==> src/rtl/maze_move_ctrl.sv <==
// maze_move_ctrl: sequencer between the raw push-buttons and the maze data block.
// Each button passes through a synchronizer, a debouncer and an edge detector.
// Direction presses are arbitrated with the priority U > D > L > R.
// The FSM then issues single-cycle start/store/move/judge commands, counts the
// moves made and holds the win flag.
// Optional build macro MAZE_MOVE_CTRL_TIMER_EN adds the elapsed_s play timer
// and its TICK_CYCLES parameter.
module maze_move_ctrl #(
    parameter int DEB_CYCLES  = 1000000,
    parameter int DEB_W       = 20,
    parameter int STEP_W      = 10,
`ifdef MAZE_MOVE_CTRL_TIMER_EN
    parameter int TICK_CYCLES = 100000000,
`endif
    parameter int JUDGE_WIN   = 4
) (
    input  logic              clk,
    input  logic              clr,
    input  logic              btn_start,
    input  logic              btn_store,
    input  logic              btn_u,
    input  logic              btn_d,
    input  logic              btn_l,
    input  logic              btn_r,
    input  logic              move_able,
    input  logic              judge_able,
    output logic              start,
    output logic              store,
    output logic              move,
    output logic              judge,
    output logic              U,
    output logic              D,
    output logic              L,
    output logic              R,
    output logic [STEP_W-1:0] step_cnt,
    output logic              win,
`ifdef MAZE_MOVE_CTRL_TIMER_EN
    output logic [9:0]        elapsed_s,
`endif
    output logic              busy
);

    localparam int                WIN_W    = $clog2(JUDGE_WIN + 1);
    localparam logic [DEB_W-1:0]  DEB_LAST = DEB_W'(DEB_CYCLES - 1);
    localparam logic [STEP_W-1:0] STEP_MAX = '1;

    typedef enum logic [3:0] {
        S_IDLE, S_INIT, S_READY, S_STORE, S_DIR,
        S_MOVE, S_JUDGE, S_JWAIT, S_DONE
    } state_t;

    state_t            state_reg;
    logic [3:0]        dir_reg;      // {R, L, D, U}
    logic [WIN_W-1:0]  win_cnt_reg;
    logic [5:0]        btn_raw;      // {r, l, d, u, store, start}
    logic [5:0]        edge_req;
    logic [3:0]        dir_sel;

    assign btn_raw = {btn_r, btn_l, btn_d, btn_u, btn_store, btn_start};

    genvar gi;
    generate
        for (gi = 0; gi < 6; gi++) begin : g_btn
            logic             sync1_reg;
            logic             sync2_reg;
            logic             deb_reg;
            logic             deb_d_reg;
            logic [DEB_W-1:0] deb_cnt_reg;

            // Synchronize, then only accept a level that stays stable for DEB_CYCLES.
            always_ff @(posedge clk or negedge clr) begin
                if (!clr) begin
                    sync1_reg   <= 1'b0;
                    sync2_reg   <= 1'b0;
                    deb_reg     <= 1'b0;
                    deb_d_reg   <= 1'b0;
                    deb_cnt_reg <= '0;
                end else begin
                    sync1_reg <= btn_raw[gi];
                    sync2_reg <= sync1_reg;
                    deb_d_reg <= deb_reg;
                    if (sync2_reg == deb_reg) begin
                        deb_cnt_reg <= '0;
                    end else if (deb_cnt_reg == DEB_LAST) begin
                        deb_reg     <= sync2_reg;
                        deb_cnt_reg <= '0;
                    end else begin
                        deb_cnt_reg <= deb_cnt_reg + 1'b1;
                    end
                end
            end

            assign edge_req[gi] = deb_reg & ~deb_d_reg;
        end
    endgenerate

    // Fixed-priority pick among same-cycle direction edges; losers are dropped.
    always_comb begin
        dir_sel = 4'b0000;
        if (edge_req[2])      dir_sel = 4'b0001;
        else if (edge_req[3]) dir_sel = 4'b0010;
        else if (edge_req[4]) dir_sel = 4'b0100;
        else if (edge_req[5]) dir_sel = 4'b1000;
    end

    // Main sequencer: command pulses are asserted on entry to their one-cycle states.
    always_ff @(posedge clk or negedge clr) begin
        if (!clr) begin
            state_reg   <= S_IDLE;
            start       <= 1'b0;
            store       <= 1'b0;
            move        <= 1'b0;
            judge       <= 1'b0;
            dir_reg     <= 4'b0000;
            step_cnt    <= '0;
            win         <= 1'b0;
            win_cnt_reg <= '0;
        end else begin
            start <= 1'b0;
            store <= 1'b0;
            move  <= 1'b0;
            judge <= 1'b0;
            case (state_reg)
                S_IDLE: begin
                    if (edge_req[0]) begin
                        state_reg <= S_INIT;
                        start     <= 1'b1;
                        step_cnt  <= '0;
                        win       <= 1'b0;
                    end
                end
                S_INIT: state_reg <= S_READY;
                S_READY: begin
                    if (edge_req[0]) begin
                        state_reg <= S_INIT;
                        start     <= 1'b1;
                        step_cnt  <= '0;
                        win       <= 1'b0;
                    end else if (edge_req[1]) begin
                        state_reg <= S_STORE;
                        store     <= 1'b1;
                    end else if (dir_sel != 4'b0000) begin
                        state_reg <= S_DIR;
                        dir_reg   <= dir_sel;
                    end
                end
                S_STORE: state_reg <= S_READY;
                S_DIR: begin
                    if (move_able) begin
                        state_reg <= S_MOVE;
                        move      <= 1'b1;
                        if (step_cnt != STEP_MAX) step_cnt <= step_cnt + 1'b1;
                    end else begin
                        state_reg <= S_READY;
                        dir_reg   <= 4'b0000;
                    end
                end
                S_MOVE: begin
                    state_reg <= S_JUDGE;
                    judge     <= 1'b1;
                end
                S_JUDGE: begin
                    state_reg   <= S_JWAIT;
                    win_cnt_reg <= WIN_W'(JUDGE_WIN);
                end
                S_JWAIT: begin
                    if (judge_able) begin
                        state_reg <= S_DONE;
                        win       <= 1'b1;
                        dir_reg   <= 4'b0000;
                    end else if (win_cnt_reg == '0) begin
                        state_reg <= S_READY;
                        dir_reg   <= 4'b0000;
                    end else begin
                        win_cnt_reg <= win_cnt_reg - 1'b1;
                    end
                end
                S_DONE: begin
                    if (edge_req[0]) begin
                        state_reg <= S_INIT;
                        start     <= 1'b1;
                        step_cnt  <= '0;
                        win       <= 1'b0;
                    end
                end
                default: state_reg <= S_IDLE;
            endcase
        end
    end

    assign U = dir_reg[0];
    assign D = dir_reg[1];
    assign L = dir_reg[2];
    assign R = dir_reg[3];

    // Busy whenever a command sequence is in flight.
    assign busy = (state_reg != S_IDLE) && (state_reg != S_READY) && (state_reg != S_DONE);

`ifdef MAZE_MOVE_CTRL_TIMER_EN
    localparam int TICK_W = (TICK_CYCLES > 1) ? $clog2(TICK_CYCLES) : 1;
    logic [TICK_W-1:0] tick_cnt_reg;
    logic              timer_run;

    assign timer_run = (state_reg == S_READY) || (state_reg == S_STORE) ||
                       (state_reg == S_DIR)   || (state_reg == S_MOVE)  ||
                       (state_reg == S_JUDGE) || (state_reg == S_JWAIT);

    // Seconds counter: cleared on (re)load, frozen outside play, saturating.
    always_ff @(posedge clk or negedge clr) begin
        if (!clr) begin
            tick_cnt_reg <= '0;
            elapsed_s    <= '0;
        end else if (state_reg == S_INIT) begin
            tick_cnt_reg <= '0;
            elapsed_s    <= '0;
        end else if (timer_run) begin
            if (tick_cnt_reg == TICK_W'(TICK_CYCLES - 1)) begin
                tick_cnt_reg <= '0;
                if (elapsed_s != 10'd1023) elapsed_s <= elapsed_s + 1'b1;
            end else begin
                tick_cnt_reg <= tick_cnt_reg + 1'b1;
            end
        end
    end
`endif

endmodule
==> config.mk <==
export PLATFORM = sky130hd
export DESIGN_NAME = maze_move_ctrl
export DESIGN_NICKNAME = d
export VERILOG_FILES = /design/src/rtl/maze_move_ctrl.sv
export SDC_FILE = /design/constraint.sdc
export NUM_CORES = 1
export LEC_CHECK = 0
export BUFFER_PORTS_ARGS = -buffer_cell sky130_fd_sc_hd__buf_2
export CAP_MARGIN = 20
export CELL_PAD_IN_SITES_DETAIL_PLACEMENT = 0
export CELL_PAD_IN_SITES_GLOBAL_PLACEMENT = 1
export CORE_MARGIN = 8
export CORE_UTILIZATION = 49
export CTS_CLUSTER_DIAMETER = 150
export DETAILED_ROUTE_END_ITERATION = 10
export PLACE_DENSITY_LB_ADDON = 0.1
export SLEW_MARGIN = 40
export SYNTH_ARGS = -nofsm -noshare
export SYNTH_HDL_FRONTEND = slang
export SYNTH_SLANG_ARGS = --single-unit
==> constraint.sdc <==
create_clock -name clk -period 2.75 [get_ports clk]
set_clock_uncertainty 0.1 [all_clocks]
set_input_delay 0.1375 -clock clk [delete_from_list [all_inputs] [get_ports clk]]
set_output_delay 0.1375 -clock clk [all_outputs]
set_load 0.02 [all_outputs]
-- Yosys cells after proc, flatten, opt, wreduce, memory -nomap -nowiden
Cells that the tools add are included.
- word-level logic and storage cells: 174
- input port bits: 10
- flip-flop bits (word level): 170
- reductions and logical operators: 24
- equal/unequal tests: 36
- multiplexer cells: 49
- add/sub/neg operators: 8
- bitwise logic cells: 18
- operators with widths (kind ; count):
    two-way mux 20 bit ; 12
    adder 20 x 1 -> 20 bit, second input constant ; 6
    == test 20 bit, second input constant ; 6
    two-way mux 4 bit ; 16
    two-way mux 10 bit ; 3
    one-hot mux 4 bit (7 select lines) ; 1
    one-hot mux 10 bit (2 select lines) ; 1
    != test 2 bit, second input constant ; 9
    == test 4 x 3 -> 1 bit, second input constant ; 4
    inverter 1 bit ; 12
    one-hot mux 4 bit (3 select lines) ; 1
    AND reduction 2 bit ; 6
    adder 10 x 1 -> 10 bit, second input constant ; 1
    two-way mux 1 bit ; 10
    != test 10 bit, second input constant ; 1
    two-way mux 3 bit ; 3
    AND reduction 3 bit ; 3
    == test 4 x 2 -> 1 bit, second input constant ; 2
    != test 4 bit, second input constant ; 2
    nonzero test 4 bit ; 2
    bitwise AND 1 bit ; 6
    == test 1 bit ; 6
    one-hot mux 3 bit (2 select lines) ; 1
    AND reduction 6 bit ; 1
    15 further kinds ; 20

-- Longest topological paths before layout
Gate-level depths: netlist (run 1).
- word-level depth: 11
- mapped depth: 7

-- Worst setup path after synthesis (run 1)
No wires, ideal clock.
- kind: register to register
- from: register g_btn[4].deb_cnt_reg[8]
- to: register g_btn[4].deb_reg
- period minus slack after synthesis: 2.126 ns
- library setup time: 0.125 ns
- slack: 0.624 ns
- data arrival time: 1.901 ns
- cell stages (with the launch flop): 5
- cell sequence: dfrtp_1 or4b_1 or4_4 nor2_1 mux2_2
- word-level cells in the longest chain between the ends: 2
- ends and longest elaborated chain (element ; RTL line ; text):
    from (decl) ; 68 ; logic [DEB_W-1:0] deb_cnt_reg;
    from (signal assigned) ; 88 ; deb_cnt_reg <= deb_cnt_reg + 1'b1;
    == test 20 bit ; 84 ; end else if (deb_cnt_reg == DEB_LAST) begin
    AND reduction 2 bit (no source line) ; -- ;
    to (signal assigned) ; 85 ; deb_reg <= sync2_reg;
    to (decl) ; 66 ; logic deb_reg;
Every way passes these cells.
A chain may end at the register's enable or synchronous reset.

-- Final worst setup path (run 1)
- from: register g_btn[4].deb_cnt_reg[8]
- to: register g_btn[4].deb_cnt_reg[10]
- word-level cells in the longest chain between the ends: 3
- elaborated cells between the ends (all ways): 4
- classes of those cells: add/sub: 1; eq/ne: 1; mux: 2
- ends and longest elaborated chain (element ; RTL line ; text):
    adder 20 x 1 -> 20 bit or == test 20 bit (tied branches) ; 88, 84 ;
    two-way mux 20 bit * ; 84 ;
    two-way mux 20 bit * ; 82 ; if (sync2_reg == deb_reg) begin
Every way passes the cells marked *; elsewhere a longest branch is shown, timed or not.

==> results of run 1 <==
## worst min-delay path by stage
| stage | startpoint | end | slack [ns] | cells past startpoint |
|---|---|---|---|---|
| after floorplan | clr | dir_reg[0]$_DFFE_PN0P_ | -0.26 | 0 |
| after global placement | clr | g_btn[0].deb_cnt_reg[18]$_DFF_PN0_ | 0.12 | 1 |
| after detailed placement | clr | g_btn[0].deb_cnt_reg[14]$_DFF_PN0_ | 0.13 | 1 |
| after CTS | judge_able | state_reg[1]$_DFFE_PN0P_ | 0.009 | 3 |
| after global routing | judge_able | state_reg[1]$_DFFE_PN0P_ | 0.03 | 3 |
| final | judge_able | state_reg[1]$_DFFE_PN0P_ | 0.03 | 3 |
## through the flow
stage	std cells	area, um^2	power [mW]	worst slack (ns)
finish	1097	9330	5.92	0.405
global route	1097	9330	6.23	0.290
CTS	1096	9330	6.00	0.412
detailed placement	1057	8670	3.61	0.420
global placement	1057	8670	3.58	0.495
floorplan	813	8190	3.31	0.624
## report_power, final
group / leakage (nW) / total, mW / internal, mW / switching [mW]
clock: 0.274 / 2.35 / 1.36 / 0.990
combinational: 1.37 / 0.778 / 0.288 / 0.491
sequential: 2.28 / 2.79 / 2.64 / 0.158
## synthesized netlist by cell type (3+ instances only)
cell,number
dfrtp_1,170
nor2_1,102
nand3_1,50
nand2_1,45
xnor2_1,45
xor2_1,41
nand4_1,36
a21oi_1,34
inv_1,31
nor4_1,25
o21ai_0,21
or3_1,18
and4_1,17
or4_1,17
clkbuf_1,16
nor3_1,14
o31ai_1,14
and3_1,12
ha_1,9
nor2b_1,9
a31oi_1,6
and2_1,6
mux2_2,6
nand2b_1,5
nor4b_1,5
or2_2,5
a31o_2,4
buf_2,3
o211ai_1,3
or3b_2,3
or4b_1,3
## layer usage
layer | share of wire | track usage | up-vias
li1 | - | - | 3031
met1 | 0.47 | 0.203 | 3035
met2 | 0.47 | 0.256 | 83
met3 | 0.044 | 0.0457 | 16
met4 | 0.014 | 0.0505 | 0
met5 | 0 | 0 | -
## logic make-up (layout without fill, tap and decap cells)
family                   after synthesis  count (layout)  share of synthesized area
other                                  0               1                          0
AO/OA/AOI/OAI                        103             103                     0.0843
XOR/XNOR                              86              86                     0.0919
AND/OR/NAND/NOR                      385             385                      0.255
multiplexers                           8               8                     0.0107
flip-flops                           170             170                      0.519
buffers and inverters                 52             115                     0.0252
adder cells (fa/ha/maj)                9               9                     0.0137
## what timing repair did
| item | 4_1_cts | 5_1_grt |
|---|---|---|
| hold buffers | 7 | 0 |
| setup buffers | 0 | 0 |
| endpoints found under the hold margin | 81 | 0 |
## layout make-up
cell class | count | area, um^2
Clock inverter | 14 | 148
Sequential cell | 170 | 4250
Clock buffer | 18 | 439
Multi-Input combinational cell | 591 | 3730
Fill cell | 1442 | 7140
Tap cell | 220 | 275
Inverter | 32 | 120
Antenna cell | 1 | 2.50
Timing Repair Buffer | 51 | 359
## critical path: stages (launching register included)
cell and delay [ns]:
dfrtp_1 0.46, or4b_1 0.53, or4_4 0.57, o21ai_4 0.44, nor2_1 0.11
==> run_results.csv, run 1 <==
group,metric,value,unit
outcome,status,"completed",
job,drv_cap,0,
die,io_pins,30,
finish,drive_gt1_frac,0.118,
synthesis,netlist_area,8190,um^2
clock_tree,ctsHtreeMaxLevel,4,
synthesis,synth.largest_area_cell,"dfrtp_1",
power,p_leak,3.93,nW
worst_hold_path,min_path_type,"in -> reg",
clock_tree,cts-resized-gates,0,
die,start_util,0.498,
sta,report.final.slew_viol_count,0,
synthesis,synth_top_area_frac,0.519,
sta,setup_viol,0,
routing,drt-wirelength-per-cell,15.0,um
die,die_h,145,um
routing,wl,16400,um
placement,dpl.hpwl,11300,um
finish,postLayoutCoreUtil,0.567,
routing,routed_via_density,5.62,
synthesis,synth_edf_count,0,
finish,final_cell_mix,"170 x dfrtp_1, 102 x nor2_1, 50 x nand3_1, 45 x nand2_1, 45 x xnor2_1",
synthesis,ys_async_sr_fraction,1.00,
worst_setup_path,cp-startpoint,"g_btn[4].deb_cnt_reg[8]$_DFF_PN0_",
synthesis,yosysWarnings,0,
clock_tree,cts_buffers,17,
worst_setup_path,cp-end-kind,"register",
grt,grt_pass1_vias,6083,
sta,worst_slew_margin_rel,0.521,
worst_setup_path,r2r-end,"g_btn[4].deb_cnt_reg[10]$_DFF_PN0_",
clock_tree,clockBufferDepth,2,
clock_tree,clock_sinks,170,
synthesis,syn_inst,813,
sta,fmax,426,MHz
sta,tightest_slew,0.719,ns
synthesis,yosysUniqueCellTypes,59,
worst_setup_path,crit_end,"g_btn[4].deb_cnt_reg[10]$_DFF_PN0_",
synthesis,yosys_register_bits,170,
worst_setup_path,required,2.93,ns
power,power_density,635,nW/um^2
sta,fin_hold_ws,0.0301,ns
grt,grt_pass1_wl,28400,um
sta,period_needed,2.34,ns
clock_tree,root_buffer,"clkbuf_16",
sta,finalHoldViolCount,0,
worst_setup_path,crit_path_max_fanout,19,
worst_setup_path,cp_data_arrival_time,2.53,ns
placement,port_buffers,29,
worst_setup_path,rrSetupSlack,0.41,ns
routing,drt_iter0_markers,319,
finish,final_common_cell,"dfrtp_1",
routing,dr.pass1.iters,5,
routing,vias,6165,
die,fp-row-count,47,
grt,grt_remaining_overflow,0,
clock_tree,clk_pin_slew_worst_paths,0.06,ns
grt,grt_max_degree,78,
sta,fin_setup_tns,0,ns
synthesis,synth_area_leaders,"dfrtp_1 52%, xnor2_1 4.8%, nor2_1 4.7%, xor2_1 4.4%, nand3_1 3.1%",
synthesis,ys_seq_area_frac,0.519,
clock_tree,cts_tree,"yes",
finish,num-nets-final,882,
sta,rsz0062_at_grt,"false",
die,core_area,16500,um^2
synthesis,ys.flop_type,"dfrtp_1",
worst_setup_path,r2r_cells,4,
die,die_x,145,um
power,vdd_drop_max,0.466,mV
finish,syn_to_final_growth,13.9,%
routing,antenna_left,0,
finish,largest_reg_flops,120,
synthesis,syn_nets,832,
placement,finalWeightedCongestion,0.812,
grt,antenna_found_initial,1,
die,die_area,21100,um^2
sta,min_period_over_period,0.853,
clock_tree,clock_latency,0.42,ns
worst_setup_path,timing.rr.start,"g_btn[4].deb_cnt_reg[8]$_DFF_PN0_",
synthesis,avgSynthCellArea,10.1,um^2
grt,grt.total_usage,0.159,
worst_setup_path,path_class,"reg -> reg",
worst_setup_path,critPathLaunchType,"register",
routing,drc,0,
Note: power is estimated with default switching activity, not from simulation.
==> inputs of run 2 (changes only) <==
BUFFER_PORTS_ARGS = not set   (was -buffer_cell sky130_fd_sc_hd__buf_2)
CAP_MARGIN = not set   (was 20)
CORE_UTILIZATION = 50   (was 49)
DONT_BUFFER_PORTS = 1   (was not set)
==> run_results.csv, run 2 (synthesis results as in run 1) <==
group,metric,value,unit
die,die_h,144,um
worst_setup_path,required,2.93,ns
finish,multiInputGateArea,3730,um^2
routing,dr.pass1.iters,5,
routing,antenna_left,0,
clock_tree,clockBufferDepth,2,
worst_hold_path,min_path_type,"in -> async",
grt,grt_pass1_vias,5922,
clock_tree,cts_buffers,17,
placement,dpl.hpwl,10600,um
worst_setup_path,critPathLaunchType,"register",
clock_tree,clock_sinks,170,
sta,finalHoldViolCount,170,
clock_tree,post-cts-setup-buffer-count,0,
sta,tightest_slew,0.520,ns
sta,rsz0062_at_grt,"false",
die,die_x,144,um
sta,final.setup.worst_slack,0.438,ns
die,start_util,0.503,
routing,vias,6004,
finish,syn_to_final_growth,11.4,%
finish,num-nets-final,848,
routing,routed_via_density,5.66,
sta,setup_viol,0,
grt,grt_remaining_overflow,0,
placement,dp_slack,0.430,ns
sta,worst_slew_margin_rel,0.652,
grt,grt_max_degree,171,
die,die_area,20700,um^2
routing,drt_iter0_markers,282,
finish,fillCellCount,1428,
finish,postLayoutCoreUtil,0.560,
finish,n_antenna_cell,0,
placement,port_buffers,0,
clock_tree,postCtsHoldBufs,8,
grt,grt_use_met3,0.0366,
finish,seq_area,4250,um^2
power,p_leak,3.79,nW
routing,wl,15900,um
grt,grt.total_usage,0.161,
sta,min_period_over_period,0.841,
worst_setup_path,cp-end-kind,"register",
worst_setup_path,crit_path_max_fanout,19,
routing,drt-wirelength-per-cell,15.0,um
grt,grt_pass1_wl,27200,um
outcome,status,"finished with violations",
worst_setup_path,cp_data_arrival_time,2.50,ns
outcome,violations,"hold timing",
power,vdd_drop_max,0.505,mV
die,io_pins,30,
worst_setup_path,r2r_cells,4,
finish,final_cell_mix,"170 x dfrtp_1, 102 x nor2_1, 50 x nand3_1, 45 x nand2_1, 45 x xnor2_1",
finish,fin_area,9130,um^2
finish,largest_reg_flops,120,
placement,finalWeightedCongestion,0.830,
die,fp-row-count,47,
finish,drive_gt1_frac,0.0738,
clock_tree,ctsHtreeMaxLevel,4,
worst_setup_path,path_class,"reg -> reg",
placement,dpl-instance-area,8450,um^2
job,drv_cap,0,
clock_tree,clk_pin_slew_worst_paths,0.06,ns
grt,top_usage_layer,"met2",
worst_setup_path,r2r-end,"g_btn[4].deb_cnt_reg[8]$_DFF_PN0_",
finish,final_common_cell,"dfrtp_1",
clock_tree,cts_tree,"yes",
worst_setup_path,timing.rr.start,"g_btn[4].deb_cnt_reg[8]$_DFF_PN0_",
routing,drc,0,
worst_setup_path,rrSetupSlack,0.44,ns
grt,met1_usage,0.206,
die,core_area,16300,um^2
clock_tree,root_buffer,"clkbuf_16",
sta,fin_hold_ws,-0.692,ns
sta,period_needed,2.31,ns
grt,antenna_found_initial,0,
grt,use_met2,0.259,
sta,report.final.slew_viol_count,0,
power,power_density,644,nW/um^2
sta,fin_setup_tns,0,ns
clock_tree,clock_latency,0.42,ns
sta,fmax,432,MHz
-- run 2: changes by cell type in the layout (fill, tap and decap cells not counted), moves of 3 or more --
cell and change:
clkbuf_1 +4, buf_2 -28, clkinvlp_4 -3, clkinv_4 -3, buf_4 -4
-- run 2: repair_timing --
item                                   CTS  global route
endpoints found under the hold margin  184           170
setup endpoints to repair                0             0
gates resized for setup                  0             0
-- run 2: how the worst max path moves through the flow --
stage | start | end | slack, ns | cells past startpoint
floorplan | g_btn[4].deb_cnt_reg[8]$_DFF_PN0_ | g_btn[4].deb_reg$_DFFE_PN0P_ | 0.62 | 4
global placement | g_btn[4].deb_cnt_reg[8]$_DFF_PN0_ | g_btn[4].deb_cnt_reg[2]$_DFF_PN0_ | 0.49 | 4
detailed placement | g_btn[4].deb_cnt_reg[8]$_DFF_PN0_ | g_btn[4].deb_cnt_reg[7]$_DFF_PN0_ | 0.43 | 4
CTS | g_btn[4].deb_cnt_reg[8]$_DFF_PN0_ | g_btn[4].deb_cnt_reg[8]$_DFF_PN0_ | 0.42 | 4
global route | state_reg[3]$_DFFE_PN0P_ | dir_reg[1]$_DFFE_PN0P_ | 0.30 | 5
finish | g_btn[4].deb_cnt_reg[8]$_DFF_PN0_ | g_btn[4].deb_cnt_reg[8]$_DFF_PN0_ | 0.44 | 4
-- run 2: critical path: stages, from the launching register on --
cell and delay, ns:
dfrtp_1 0.45, or4b_1 0.51, or4_4 0.56, o21ai_4 0.44
nor2_1 0.11
-- run 2: stage by stage --
stage | cells | power, mW
after floorplan | 813 | 3.31
after global placement | 1022 | 3.45
after detailed placement | 1022 | 3.47
after CTS | 1060 | 5.95
after global routing | 1060 | 6.16
final | 1060 | 5.88
-- run 2: area by class of cell --
| cell class | instances | area share |
|---|---|---|
| clock buffer | 22 | 0.0498 |
| inverter | 32 | 0.0132 |
| timing repair buffer | 17 | 0.0162 |
| clock inverter | 8 | 0.0159 |
| tap | 220 | 0.0302 |
| multi-input combinational | 591 | 0.409 |
| sequential | 170 | 0.466 |
-- run 2: routing by layer --
| layer | wire (um) | part of all wire |
|---|---|---|
| met1 | 7490 | 0.47 |
| met5 | 0 | 0 |
| met3 | 643 | 0.040 |
| met4 | 337 | 0.021 |
| met2 | 7410 | 0.47 |
-- run 2: power breakdown --
part / switching [mW] / internal (mW)
logic: 0.296 / 0.223
clock network: 0.924 / 1.53
registers: 0.272 / 2.63
==> inputs of run 3 (changes only) <==
CORE_UTILIZATION = 46   (was 50)
clock period = 1.9 ns   (was 2.75 ns; I/O delays follow)
==> run_results.csv, run 3 (synthesis results as in run 1) <==
group,metric,value,unit
routing,dr.pass1.iters,4,
clock_tree,ctsHtreeMaxLevel,4,
die,start_util,0.462,
worst_setup_path,timing.rr.start,"g_btn[4].deb_cnt_reg[11]$_DFF_PN0_",
worst_setup_path,path_class,"reg -> reg",
routing,drc,0,
clock_tree,root_buffer,"clkbuf_16",
finish,n_antenna_cell,0,
sta,tightest_slew,0.471,ns
die,die_x,149,um
finish,fin_cells,1176,
grt,grt_max_degree,171,
sta,fin_setup_tns,-3.82,ns
clock_tree,clk_pin_slew_worst_paths,0.06,ns
placement,port_buffers,0,
finish,final_common_cell,"dfrtp_1",
worst_setup_path,cp-end-kind,"register",
sta,worst_slew_margin_rel,0.683,
finish,fin_area,10100,um^2
routing,vias,6517,
die,die_h,149,um
worst_setup_path,r2r_cells,4,
placement,dpl-instance-area,9210,um^2
sta,final.setup.worst_slack,-0.209,ns
sta,period_needed,2.11,ns
outcome,violations,"hold timing, setup timing",
worst_setup_path,cp_data_arrival_time,2.31,ns
power,total_power,8.64,mW
worst_setup_path,rrSetupSlack,-0.21,ns
grt,grt_pass1_wl,29900,um
grt,grt_pass1_vias,6564,
power,p_leak,4.34,nW
grt,grt_remaining_overflow,0,
die,fp-row-count,49,
worst_hold_path,min_path_type,"in -> async",
clock_tree,postCtsHoldBufs,9,
worst_setup_path,required,2.11,ns
sta,min_period_over_period,1.11,
power,power_density,855,nW/um^2
finish,largest_reg_flops,120,
finish,drive_gt1_frac,0.211,
grt,grt.total_usage,0.161,
finish,final_cell_mix,"166 x dfrtp_1, 110 x buf_4, 101 x nor2_1, 50 x nand3_1, 45 x xnor2_1",
sta,fin_hold_ws,-0.736,ns
placement,dp_slack,-0.228,ns
routing,antenna_left,0,
worst_setup_path,critPathMaxStageDelay,0.57,ns
placement,finalWeightedCongestion,0.852,
routing,wl,17300,um
sta,finalHoldViolCount,170,
finish,syn_to_final_growth,23.3,%
outcome,status,"finished with violations",
clock_tree,cts_tree,"yes",
power,vdd_drop_max,0.690,mV
placement,place_inst,1123,
clock_tree,clock_latency,0.42,ns
worst_setup_path,cp-startpoint,"g_btn[4].deb_cnt_reg[11]$_DFF_PN0_",
sta,rsz0062_at_grt,"true",
grt,antenna_found_initial,0,
worst_setup_path,critPathLaunchType,"register",
routing,drt_iter0_markers,359,
worst_setup_path,crit_path_max_fanout,3,
sta,report.final.slew_viol_count,0,
sta,setup_viol,20,
worst_setup_path,cp_slowest_cell,"or4_4",
worst_setup_path,r2r-end,"g_btn[4].deb_reg$_DFFE_PN0P_",
worst_setup_path,path_cells,"or4b_4 -> or4_4 -> nor2_4 -> mux2_4",
clock_tree,clockBufferDepth,2,
sta,fmax,474,MHz
die,core_area,17700,um^2
die,die_area,22300,um^2
placement,dpl.hpwl,11900,um
clock_tree,cts_buffers,17,
routing,routed_via_density,5.54,
job,drv_cap,0,
clock_tree,clock_sinks,170,
die,io_pins,30,
finish,postLayoutCoreUtil,0.570,
finish,num-nets-final,953,
routing,drt-wirelength-per-cell,14.7,um
## run 3: cell types whose count changed in the layout (fill, tap and decap cells not counted), sizes merged
| cell | delta |
|---|---|
| buf | +104 |
| bufinv | -2 |
| clkbuf | +3 |
| clkinvlp | +1 |
| dlygate4sd3 | +1 |
## run 3: worst max-delay path by stage
stage | end | slack [ns]
final | g_btn[4].deb_reg$_DFFE_PN0P_ | -0.21
after global routing | g_btn[4].deb_cnt_reg[17]$_DFF_PN0_ | -0.28
after detailed placement | g_btn[4].deb_reg$_DFFE_PN0P_ | -0.23
after floorplan | g_btn[4].deb_cnt_reg[11]$_DFF_PN0_ | -0.18
after global placement | g_btn[4].deb_reg$_DFFE_PN0P_ | -0.22
after CTS | g_btn[4].deb_reg$_DFFE_PN0P_ | -0.20
## run 3: power breakdown
group	total, mW	switching, mW	leakage, nW	internal (mW)
clock	3.39	1.35	0.277	2.04
sequential	4.08	0.259	2.28	3.82
combinational	1.18	0.616	1.79	0.561
## run 3: cell type report
type	count	area, um^2
fillers	1591	7620
flip-flops and latches	170	4260
multi-input cells	591	3890
repair buffers	122	967
clock buffers	25	485
well taps	229	287
inverters	32	124
clock inverters	7	90.1
## run 3: metal layers
layer  share of wire  GRT usage
met3           0.034     0.0330
met5               0          0
met1            0.46      0.201
met2            0.48      0.268
met4           0.016     0.0651
## run 3: critical path: cells and delay by family (launching register included)
kind	cells	cell delay (ns)
and+or+nand+nor	3	1.21
DFF	1	0.39
muxes	1	0.30
## run 3: what timing repair did
item	4_1_cts	5_1_grt
gates resized for setup	2	37
pin swaps	2	8
endpoints found under the setup margin	22	66
setup buffers	1	11
hold endpoints to repair	188	170
